--- config.mk ---
export PLATFORM = sky130hd
export DESIGN_NAME = tilemapram_arbiter_flat
export DESIGN_NICKNAME = d
export VERILOG_FILES = /design/src/rtl/tilemap_pkg.sv /design/src/rtl/tilemapram_arbiter_if.sv /design/src/rtl/tilemapram_prio_sel.sv /design/src/rtl/tilemapram_arbiter.sv /design/src/flat_wrapper.sv
export SDC_FILE = /design/constraint.sdc
export NUM_CORES = 1
export LEC_CHECK = 0
export ABC_AREA = 1
export CORE_ASPECT_RATIO = 1.2
export CORE_MARGIN = 4
export CORE_UTILIZATION = 40
export CTS_BUF_LIST = sky130_fd_sc_hd__clkbuf_8
export DETAILED_ROUTE_END_ITERATION = 16
export PLACE_DENSITY = 0.82
export SKIP_CTS_REPAIR_TIMING = 1
export SYNTH_ARGS = -nofsm -noshare
export SYNTH_HDL_FRONTEND = slang
export SYNTH_SLANG_ARGS = --single-unit
--- constraint.sdc ---
create_clock -name clk -period 2.1 [get_ports clk]
set_clock_uncertainty 0.05 [all_clocks]
set_input_delay 0.42 -clock clk [delete_from_list [all_inputs] [get_ports clk]]
set_output_delay 0.42 -clock clk [all_outputs]
set_load 0.02 [all_outputs]
--- src/rtl/tilemap_pkg.sv ---
// tilemap_pkg: shared constants for the tilemap index RAM arbitration path.
package tilemap_pkg;

    localparam int TILEMAP_ADDR_W  = 10;
    localparam int TILEMAP_DATA_W  = 8;
    localparam int TILEMAP_CELLS_X = 22;
    localparam int TILEMAP_CELLS_Y = 17;

    typedef logic [1:0] owner_t;

    localparam owner_t OWN_NONE   = 2'd0;
    localparam owner_t OWN_RENDER = 2'd1;
    localparam owner_t OWN_CTL    = 2'd2;
    localparam owner_t OWN_CPU    = 2'd3;

    // Winner vector bit order: [0] render, [1] ctl, [2] cpu.
    localparam int WIN_RENDER = 0;
    localparam int WIN_CTL    = 1;
    localparam int WIN_CPU    = 2;

    // Writes never return data, so they leave no owner behind.
    function automatic owner_t read_owner(input logic [2:0] win, input logic we);
        return we ? OWN_NONE :
               win[WIN_RENDER] ? OWN_RENDER :
               win[WIN_CTL] ? OWN_CTL :
               win[WIN_CPU] ? OWN_CPU : OWN_NONE;
    endfunction

endpackage

--- src/rtl/tilemapram_arbiter_if.sv ---
// tilemapram_arbiter_if: requester handshakes and RAM command bus of the tilemap arbiter.
interface tilemapram_arbiter_if
    import tilemap_pkg::*;
#(
    parameter int ADDR_W = TILEMAP_ADDR_W,
    parameter int DATA_W = TILEMAP_DATA_W
);

    logic              render_req;
    logic [ADDR_W-1:0] render_addr;
    logic              render_gnt;
    logic              render_rvalid;

    logic              ctl_req;
    logic              ctl_we;
    logic [ADDR_W-1:0] ctl_addr;
    logic [DATA_W-1:0] ctl_wdata;
    logic              ctl_gnt;
    logic              ctl_rvalid;

    logic              cpu_req;
    logic              cpu_we;
    logic [ADDR_W-1:0] cpu_addr;
    logic [DATA_W-1:0] cpu_wdata;
    logic              cpu_gnt;
    logic              cpu_rvalid;

    logic [DATA_W-1:0] rdata;
    logic [ADDR_W-1:0] ram_addr;
    logic              ram_we;
    logic [DATA_W-1:0] ram_wdata;
    logic [DATA_W-1:0] ram_rdata;
    logic              busy;

    modport slave (
        input  render_req, render_addr,
        input  ctl_req, ctl_we, ctl_addr, ctl_wdata,
        input  cpu_req, cpu_we, cpu_addr, cpu_wdata,
        input  ram_rdata,
        output render_gnt, render_rvalid,
        output ctl_gnt, ctl_rvalid,
        output cpu_gnt, cpu_rvalid,
        output rdata, ram_addr, ram_we, ram_wdata, busy
    );

    modport master (
        output render_req, render_addr,
        output ctl_req, ctl_we, ctl_addr, ctl_wdata,
        output cpu_req, cpu_we, cpu_addr, cpu_wdata,
        output ram_rdata,
        input  render_gnt, render_rvalid,
        input  ctl_gnt, ctl_rvalid,
        input  cpu_gnt, cpu_rvalid,
        input  rdata, ram_addr, ram_we, ram_wdata, busy
    );

endinterface

--- src/rtl/tilemapram_prio_sel.sv ---
// tilemapram_prio_sel: one-hot winner from render > (starved cpu) > ctl > cpu,
// ignoring any requester still seeing its grant.
module tilemapram_prio_sel
    import tilemap_pkg::*;
#(
    parameter int STARVE_LIMIT = 8
) (
    input  logic [2:0] req,
    input  logic [2:0] gnt,
    input  logic [3:0] cpu_wait,
    output logic [2:0] win
);

    logic [2:0] elig;
    logic       promote;

    always_comb begin
        elig    = req & ~gnt;
        promote = elig[WIN_CPU] && (cpu_wait == 4'(STARVE_LIMIT));
        win     = elig[WIN_RENDER] ? 3'b001 :
                  promote          ? 3'b100 :
                  elig[WIN_CTL]    ? 3'b010 :
                  elig[WIN_CPU]    ? 3'b100 : 3'b000;
    end

endmodule

--- src/rtl/tilemapram_arbiter.sv ---
// tilemapram_arbiter: shares the single-port tilemap index RAM between renderer, control
// engine and cpu; registers the RAM command and routes read data back to its issuer.
module tilemapram_arbiter
    import tilemap_pkg::*;
#(
    parameter int ADDR_W       = TILEMAP_ADDR_W,
    parameter int DATA_W       = TILEMAP_DATA_W,
    parameter int STARVE_LIMIT = 8
) (
    input logic                 clk,
    input logic                 reset,
    tilemapram_arbiter_if.slave bus
);

    logic [2:0]        req;
    logic [2:0]        gnt;
    logic [2:0]        win;
    logic [2:0]        rvalid;
    logic [3:0]        cpu_wait;
    owner_t            own_q;
    logic              win_we;
    logic [ADDR_W-1:0] win_addr;
    logic [DATA_W-1:0] win_wdata;
    logic [ADDR_W-1:0] addr_q;
    logic [DATA_W-1:0] wdata_q;
    logic              we_q;

    assign req = {bus.cpu_req, bus.ctl_req, bus.render_req};

    tilemapram_prio_sel #(
        .STARVE_LIMIT(STARVE_LIMIT)
    ) u_prio_sel (
        .req      (req),
        .gnt      (gnt),
        .cpu_wait (cpu_wait),
        .win      (win)
    );

    // With no winner the address and data hold; render only ever reads.
    always_comb begin
        win_addr  = win[WIN_RENDER] ? bus.render_addr :
                    win[WIN_CTL]    ? bus.ctl_addr :
                    win[WIN_CPU]    ? bus.cpu_addr : addr_q;
        win_wdata = win[WIN_CTL] ? bus.ctl_wdata :
                    win[WIN_CPU] ? bus.cpu_wdata : wdata_q;
        win_we    = win[WIN_CTL] ? bus.ctl_we : (win[WIN_CPU] & bus.cpu_we);
    end

    always_ff @(posedge clk or posedge reset) begin
        if (reset) begin
            gnt      <= '0;
            rvalid   <= '0;
            own_q    <= OWN_NONE;
            cpu_wait <= '0;
            addr_q   <= '0;
            wdata_q  <= '0;
            we_q     <= 1'b0;
        end else begin
            gnt     <= win;
            addr_q  <= win_addr;
            wdata_q <= win_wdata;
            we_q    <= win_we;
            own_q   <= read_owner(win, win_we);
            rvalid  <= {own_q == OWN_CPU, own_q == OWN_CTL, own_q == OWN_RENDER};
            // The stale req seen alongside the cpu's own grant is not a waiting request.
            cpu_wait <= (!bus.cpu_req || win[WIN_CPU] || gnt[WIN_CPU]) ? 4'd0 :
                        (cpu_wait == 4'(STARVE_LIMIT)) ? cpu_wait : cpu_wait + 4'd1;
        end
    end

    assign bus.render_gnt    = gnt[WIN_RENDER];
    assign bus.ctl_gnt       = gnt[WIN_CTL];
    assign bus.cpu_gnt       = gnt[WIN_CPU];
    assign bus.render_rvalid = rvalid[WIN_RENDER];
    assign bus.ctl_rvalid    = rvalid[WIN_CTL];
    assign bus.cpu_rvalid    = rvalid[WIN_CPU];
    assign bus.ram_addr      = addr_q;
    assign bus.ram_we        = we_q;
    assign bus.ram_wdata     = wdata_q;
    assign bus.rdata         = bus.ram_rdata;
    assign bus.busy          = ~reset & ((|req) | (own_q != OWN_NONE) | (|rvalid));

endmodule
--- src/flat_wrapper.sv ---
// flat-port wrapper written by rule: the top's interface ports become plain ports
module tilemapram_arbiter_flat import tilemap_pkg::*;
#(
    parameter int ADDR_W       = TILEMAP_ADDR_W,
    parameter int DATA_W       = TILEMAP_DATA_W,
    parameter int STARVE_LIMIT = 8
)
  (clk, reset, bus_render_req, bus_render_addr, bus_ctl_req, bus_ctl_we, bus_ctl_addr, bus_ctl_wdata, bus_cpu_req, bus_cpu_we, bus_cpu_addr, bus_cpu_wdata, bus_ram_rdata, bus_render_gnt, bus_render_rvalid, bus_ctl_gnt, bus_ctl_rvalid, bus_cpu_gnt, bus_cpu_rvalid, bus_rdata, bus_ram_addr, bus_ram_we, bus_ram_wdata, bus_busy);
  tilemapram_arbiter_if #(.ADDR_W(ADDR_W), .DATA_W(DATA_W)) bus_i ();
  input logic clk;
  input logic reset;
  input wire logic [$bits(bus_i.render_req)-1:0] bus_render_req;
  input wire logic [$bits(bus_i.render_addr)-1:0] bus_render_addr;
  input wire logic [$bits(bus_i.ctl_req)-1:0] bus_ctl_req;
  input wire logic [$bits(bus_i.ctl_we)-1:0] bus_ctl_we;
  input wire logic [$bits(bus_i.ctl_addr)-1:0] bus_ctl_addr;
  input wire logic [$bits(bus_i.ctl_wdata)-1:0] bus_ctl_wdata;
  input wire logic [$bits(bus_i.cpu_req)-1:0] bus_cpu_req;
  input wire logic [$bits(bus_i.cpu_we)-1:0] bus_cpu_we;
  input wire logic [$bits(bus_i.cpu_addr)-1:0] bus_cpu_addr;
  input wire logic [$bits(bus_i.cpu_wdata)-1:0] bus_cpu_wdata;
  input wire logic [$bits(bus_i.ram_rdata)-1:0] bus_ram_rdata;
  output wire logic [$bits(bus_i.render_gnt)-1:0] bus_render_gnt;
  output wire logic [$bits(bus_i.render_rvalid)-1:0] bus_render_rvalid;
  output wire logic [$bits(bus_i.ctl_gnt)-1:0] bus_ctl_gnt;
  output wire logic [$bits(bus_i.ctl_rvalid)-1:0] bus_ctl_rvalid;
  output wire logic [$bits(bus_i.cpu_gnt)-1:0] bus_cpu_gnt;
  output wire logic [$bits(bus_i.cpu_rvalid)-1:0] bus_cpu_rvalid;
  output wire logic [$bits(bus_i.rdata)-1:0] bus_rdata;
  output wire logic [$bits(bus_i.ram_addr)-1:0] bus_ram_addr;
  output wire logic [$bits(bus_i.ram_we)-1:0] bus_ram_we;
  output wire logic [$bits(bus_i.ram_wdata)-1:0] bus_ram_wdata;
  output wire logic [$bits(bus_i.busy)-1:0] bus_busy;
  assign bus_i.render_req = bus_render_req;
  assign bus_i.render_addr = bus_render_addr;
  assign bus_i.ctl_req = bus_ctl_req;
  assign bus_i.ctl_we = bus_ctl_we;
  assign bus_i.ctl_addr = bus_ctl_addr;
  assign bus_i.ctl_wdata = bus_ctl_wdata;
  assign bus_i.cpu_req = bus_cpu_req;
  assign bus_i.cpu_we = bus_cpu_we;
  assign bus_i.cpu_addr = bus_cpu_addr;
  assign bus_i.cpu_wdata = bus_cpu_wdata;
  assign bus_i.ram_rdata = bus_ram_rdata;
  assign bus_render_gnt = bus_i.render_gnt;
  assign bus_render_rvalid = bus_i.render_rvalid;
  assign bus_ctl_gnt = bus_i.ctl_gnt;
  assign bus_ctl_rvalid = bus_i.ctl_rvalid;
  assign bus_cpu_gnt = bus_i.cpu_gnt;
  assign bus_cpu_rvalid = bus_i.cpu_rvalid;
  assign bus_rdata = bus_i.rdata;
  assign bus_ram_addr = bus_i.ram_addr;
  assign bus_ram_we = bus_i.ram_we;
  assign bus_ram_wdata = bus_i.ram_wdata;
  assign bus_busy = bus_i.busy;
  tilemapram_arbiter #(.ADDR_W(ADDR_W), .DATA_W(DATA_W), .STARVE_LIMIT(STARVE_LIMIT)) u_core (.clk(clk), .reset(reset), .bus(bus_i));
endmodule
==> out/metrics.yaml, run 1 <==
hold_viol_final: 0
dr_total_vias: 1663
worst-setup-path-type: "in -> out"
grt_pass1_vias: 1619
clkTransAtPathRegs_ns: 0.06
n_antenna_cell: 0
cpMaxStageDelayCell: "clkdlybuf4s50_1"
r2r_slack_ns: 0.46
hold_class: "reg -> reg"
synth_nets: 284
topRoutingLayerUsed: "met4"
worstPathCellList: "clkdlybuf4s50_1, nor4_2, a21oi_1, dlymetal6s2s_1"
holdWs_ns: 0.432
syn_inst: 221
endpoint: "bus_busy"
synthesis.area_sq_mm: 0.00177
status: "finished, final reports clean"
fmax_ghz: 0.502
area_growth_syn_to_layout_pct: 50.8
fp-row-count: 26
setup_viol: 0
final_common_cell: "clkdlybuf4s50_1"
ys_ff_latch: 31
place.gp.congestion: 0.778
r2r_end: "u_core.bus.ram_wdata[1]$_DFFE_PP0P_"
dpl.hpwl_um: 3340
numCtsBuffers: 5
crit_start: "bus_cpu_req"
critPathMaxStageDelay_ns: 0.45
r2r-start: "u_core.cpu_wait[0]$_DFFE_PP0P_"
utilization_pct: 62.5
grt_usage_pct: 16.9
ir_worst_vdd_mv: 0.495
wl_met3_um: 601
cts.htree.levels: 2
layout_min_cycle_time_ns: 1.99
start_util_pct: 41.4
wl_um: 4440
relSlewSlack_pct: 62.8
reg2reg_depth: 10
wl_met2_um: 2160
io_pins: 95
yosysWarningCount: 0
drt_iter0_drc: 50
avgSynthCellArea_sq_um: 7.99
endpoint_kind: "output port"
arrival_ns: 1.52
dieArea_sq_mm: 0.00554
clockBufferDepth: 2
grt_pass1_wl_um: 7050
power_leakage_nw: 1.29
cts-root-buf: "clkbuf_8"
crit_required_ns: 1.63
max-cap-violations: 0
worstMarginPinSlew_ns: 0.557
min_from: "u_core.bus.ram_wdata[6]$_DFFE_PP0P_"
grt_overflow: 0
drive_above_1_share_pct: 13.8
firstDrtPassIters: 4
drt-met1-wl_um: 1630
rsz0062_at_grt: "no"
insertion_delay_ns: 0.28
ys_types: 27
grt_start_max_net_pins: 32
fin_nets: 360
die_w_um: 68.6
core_area_sq_mm: 0.00426
tns_ns: 0
critPathMaxFanout: 2
clock-sinks: 31
antenna_found_initial: 0
detail-route-antenna-nets: 0
p_per_area_mw_per_mm2: 678
die_h_um: 80.8
power_mw: 1.81
ys_seq_area_share_pct: 43.9
cts_tree: "done"
vias_per_cell: 4.70
cp-start-kind: "primary input"
drc: 0
period_share_pct: 94.8
slew_violations: 0
port_buffers: 78
mostFrequentLayoutCells: "77 x clkdlybuf4s50_1, 60 x nand2_1, 31 x dfrtp_1, 30 x inv_1, 30 x nand3_1"
wl_per_cell_um: 12.5
[state kept, by name, summed over array words and instances (netlist names)]
name / count
u_core.gnt: 3
u_core.own_q: 2
u_core.bus.ram_wdata: 8
u_core.bus.ram_addr: 10
u_core.rvalid: 3
u_core.cpu_wait: 4
u_core.bus.ram_we: 1
[per-stage QoR]
step | worst slack [ns] | cell area [sq um] | cells
after detailed placement | -0.181 | 2560 | 346
after CTS | -0.266 | 2650 | 354
final | 0.108 | 2660 | 354
after global routing | 0.0236 | 2660 | 354
after global placement | -0.136 | 2560 | 346
after floorplan | 0.627 | 1770 | 221
[critical path, delay by kind of cell]
family	cells	cell delay, ns
AND/OR/NAND/NOR	1	0.32
buffers and inverters	2	0.67
AO/OA/AOI/OAI	1	0.11
[final cells by class]
class                           count  area, sq um
Clock buffer                        5         68.8
Clock inverter                      3         20.0
Fill cell                         371         1600
Inverter                           32          120
Multi-Input combinational cell    140          744
Sequential cell                    31          776
Tap cell                           56         70.1
Timing Repair Buffer               87          863
[how the worst min path moves through the flow]
stage                     slack (ns)                                  end  cells past startpoint
after floorplan                 0.39           u_core.rvalid[0]$_DFF_PP0_                      1
after global placement          0.41           u_core.rvalid[0]$_DFF_PP0_                      1
after detailed placement        0.41           u_core.rvalid[0]$_DFF_PP0_                      1
after CTS                       0.43           u_core.rvalid[0]$_DFF_PP0_                      1
after global routing            0.46  u_core.bus.ram_wdata[6]$_DFFE_PP0P_                      2
final                           0.43  u_core.bus.ram_wdata[6]$_DFFE_PP0P_                      2
[Yosys cell counts, drive strengths merged]
cell type / number / area (sq um)
o211ai: 1 / 7.51
or2: 9 / 56.3
mux2i: 1 / 10.0
nor4: 2 / 12.5
nor2: 14 / 91.3
a21oi: 1 / 5.00
dfrtp: 31 / 776
nand2: 65 / 277
nor3: 1 / 10.0
xor2: 1 / 8.76
inv: 32 / 120
ha: 2 / 25.0
buf: 17 / 126
nand3: 30 / 150
nand4: 10 / 62.6
o22ai: 1 / 6.26
nand3b: 1 / 7.51
clkbuf: 1 / 5.00
xnor2: 1 / 8.76
[metal layers]
metal	track usage [%]	vias to the layer above
met5	0	-
met1	16.9	741
li1	-	838
met3	8.16	5
met4	4.97	0
met2	30.3	79
[logic make-up after synthesis]
family                     after synthesis  synth area share [%]
xor gates and xnor gates                 2                 0.992
adders and majority gates                2                  1.42
DFF                                     31                  43.9
AOI/OAI and AO/OA                        3                  1.06
muxes                                    1                 0.567
and+or+nand+nor                        132                  37.8
buffers and inverters                   50                  14.2
[power breakdown]
group / internal, mW / switching (mW)
registers: 0.681 / 0.0487
clock network: 0.230 / 0.230
logic: 0.312 / 0.303
total: 1.22 / 0.582
No activity file was read; power rests on OpenSTA's default activity.
==> run 2, diff against run 1 <==
--- a/config.mk
+++ b/config.mk
@@ -11,6 +11,7 @@
 export CORE_UTILIZATION = 40
 export CTS_BUF_LIST = sky130_fd_sc_hd__clkbuf_8
 export DETAILED_ROUTE_END_ITERATION = 16
+export HOLD_SLACK_MARGIN = 0.03
 export PLACE_DENSITY = 0.82
 export SKIP_CTS_REPAIR_TIMING = 1
 export SYNTH_ARGS = -nofsm -noshare
==> results of run 2 <==
Final layout, timing and power as in run 1 (identical DEF).
==> run 3, diff against run 2 <==
==> constraint.sdc (replaced) <==
create_clock -name clk -period 2.1 [get_ports clk]
set_clock_uncertainty 0.05 [all_clocks]
set_input_delay 0.21 -clock clk [delete_from_list [all_inputs] [get_ports clk]]
set_output_delay 0.21 -clock clk [all_outputs]
set_load 0.02 [all_outputs]
==> out/metrics.yaml, run 3 (same netlist as run 1, synthesis figures left out) <==
io_pins: 95  # unchanged
die_w_um: 68.6  # unchanged
drive_above_1_share_pct: 12.2  # -1.5 points
clock-sinks: 31  # unchanged
power_leakage_nw: 1.27  # -1.1%
reg2reg_depth: 10  # unchanged
cts.htree.levels: 2  # unchanged
n_antenna_cell: 0  # unchanged
place.gp.congestion: 0.714  # -8.3%
hold_viol_final: 0  # unchanged
mostFrequentLayoutCells: "78 x clkdlybuf4s50_1, 60 x nand2_1, 31 x dfrtp_1, 30 x inv_1, 30 x nand3_1"
cts-root-buf: "clkbuf_8"
vias_per_cell: 4.68  # -0.44%
r2r_slack_ns: 0.40  # -0.06 ns
cts_tree: "done"
firstDrtPassIters: 6  # +2
p_per_area_mw_per_mm2: 729  # +7.5%
cp-start-kind: "primary input"
grt_usage_pct: 16.4  # -0.56 points
dr_total_vias: 1637  # -1.6%
fill_cells: 363  # -2.2%
port_buffers: 78  # unchanged
fmax_ghz: 0.536  # +6.7%
endpoint_kind: "output port"
tns_ns: 0  # unchanged
arrival_ns: 1.61  # +0.09 ns
fp-row-count: 26  # unchanged
detail-route-antenna-nets: 0  # unchanged
status: "finished, final reports clean"
dieArea_sq_mm: 0.00554  # unchanged
area_growth_syn_to_layout_pct: 49.5
drt_iter0_drc: 59  # +18%
fin_nets: 356  # -1.1%
holdWs_ns: 0.298  # -0.134 ns
worstMarginPinSlew_ns: 0.511  # -0.0467 ns
slew_violations: 0  # unchanged
r2r_end: "u_core.bus.ram_wdata[1]$_DFFE_PP0P_"
setup_viol: 0  # unchanged
dpl_cell_area_sq_mm: 0.00252  # -1.7%
largest_reg_flops: 10  # unchanged
layout_min_cycle_time_ns: 1.87  # -0.125 ns
clockBufferDepth: 2  # unchanged
wl_per_cell_um: 12.1  # -3.4%
rsz0062_at_grt: "no"
ir_worst_vdd_mv: 0.486  # -1.8%
fin_area_sq_mm: 0.00264  # -0.85%
hold_class: "in -> async"
dp_slack_ns: 0.215  # +0.396 ns
numCtsBuffers: 5  # unchanged
wl_um: 4240  # -4.5%
critPathMaxFanout: 2  # unchanged
layout_setup_ws_ns: 0.233  # +0.125 ns
clkTransAtPathRegs_ns: 0.07  # about the same
grt_overflow: 0  # unchanged
grt_start_max_net_pins: 32  # unchanged
dpl.hpwl_um: 3340  # -0.25%
worst-setup-path-type: "in -> out"
grt_pass1_vias: 1648  # +1.8%
utilization_pct: 61.9  # -0.53 points
r2r-start: "u_core.cpu_wait[0]$_DFFE_PP0P_"
drc: 0  # unchanged
period_share_pct: 88.9  # -6.0 points
final_common_cell: "clkdlybuf4s50_1"
core_area_sq_mm: 0.00426  # unchanged
grt_pass1_wl_um: 6910  # -2.1%
antenna_found_initial: 0  # unchanged
insertion_delay_ns: 0.28  # about the same
die_h_um: 80.8  # unchanged
start_util_pct: 41.4  # unchanged
max-cap-violations: 0  # unchanged
relSlewSlack_pct: 65.9  # +3.1 points
crit_required_ns: 1.84  # +0.21 ns
[run 3: power by group]
group,internal (mW),switching [mW],leakage [nW]
combinational,0.301,0.295,0.826
clock,0.383,0.212,0.0612
sequential,0.681,0.0520,0.385
total,1.37,0.558,1.27
[run 3: layer usage]
metal  wire length [um]  up-vias  GRT usage [%]
li1                   -      824              -
met1               1640      733           18.2
met2               2020       74           28.2
met3                534        6           6.36
met4                 46        0           5.17
met5                  0        -              0
[run 3: how the worst max path moves through the flow]
stage | slack [ns] | cells past startpoint | from | endpoint
after global placement | 0.24 | 4 | bus_cpu_req | bus_busy
after global routing | 0.11 | 3 | u_core.own_q[1]$_DFF_PP0_ | bus_busy
final | 0.23 | 4 | bus_cpu_req | bus_busy
after floorplan | 0.63 | 11 | u_core.cpu_wait[0]$_DFFE_PP0P_ | u_core.own_q[1]$_DFF_PP0_
after detailed placement | 0.21 | 8 | bus_ctl_req | u_core.bus.ram_wdata[1]$_DFFE_PP0P_
after CTS | 0.21 | 3 | u_core.own_q[1]$_DFF_PP0_ | bus_busy
[run 3: per-stage QoR]
stage	std cells	power (mW)
after detailed placement	342	1.35
final	350	1.92
after CTS	350	1.95
after global routing	350	2.05
after global placement	342	1.33
after floorplan	221	1.07
[run 3: area by class of cell]
class | instances | area, sq um | share of cell area, %
repair buffers | 83 | 818 | 31.0
inverters | 32 | 120 | 4.55
clock inverters | 2 | 35.0 | 1.33
multi-input cells | 140 | 738 | 28.0
well taps | 56 | 70.1 | 2.65
clock buffers | 6 | 82.6 | 3.13
flip-flops and latches | 31 | 776 | 29.4
[run 3: critical path: stages]
cell,delay (ns)
clkdlybuf4s50_1,0.46
nor4_1,0.29
a21oi_1,0.10
clkdlybuf4s50_1,0.54
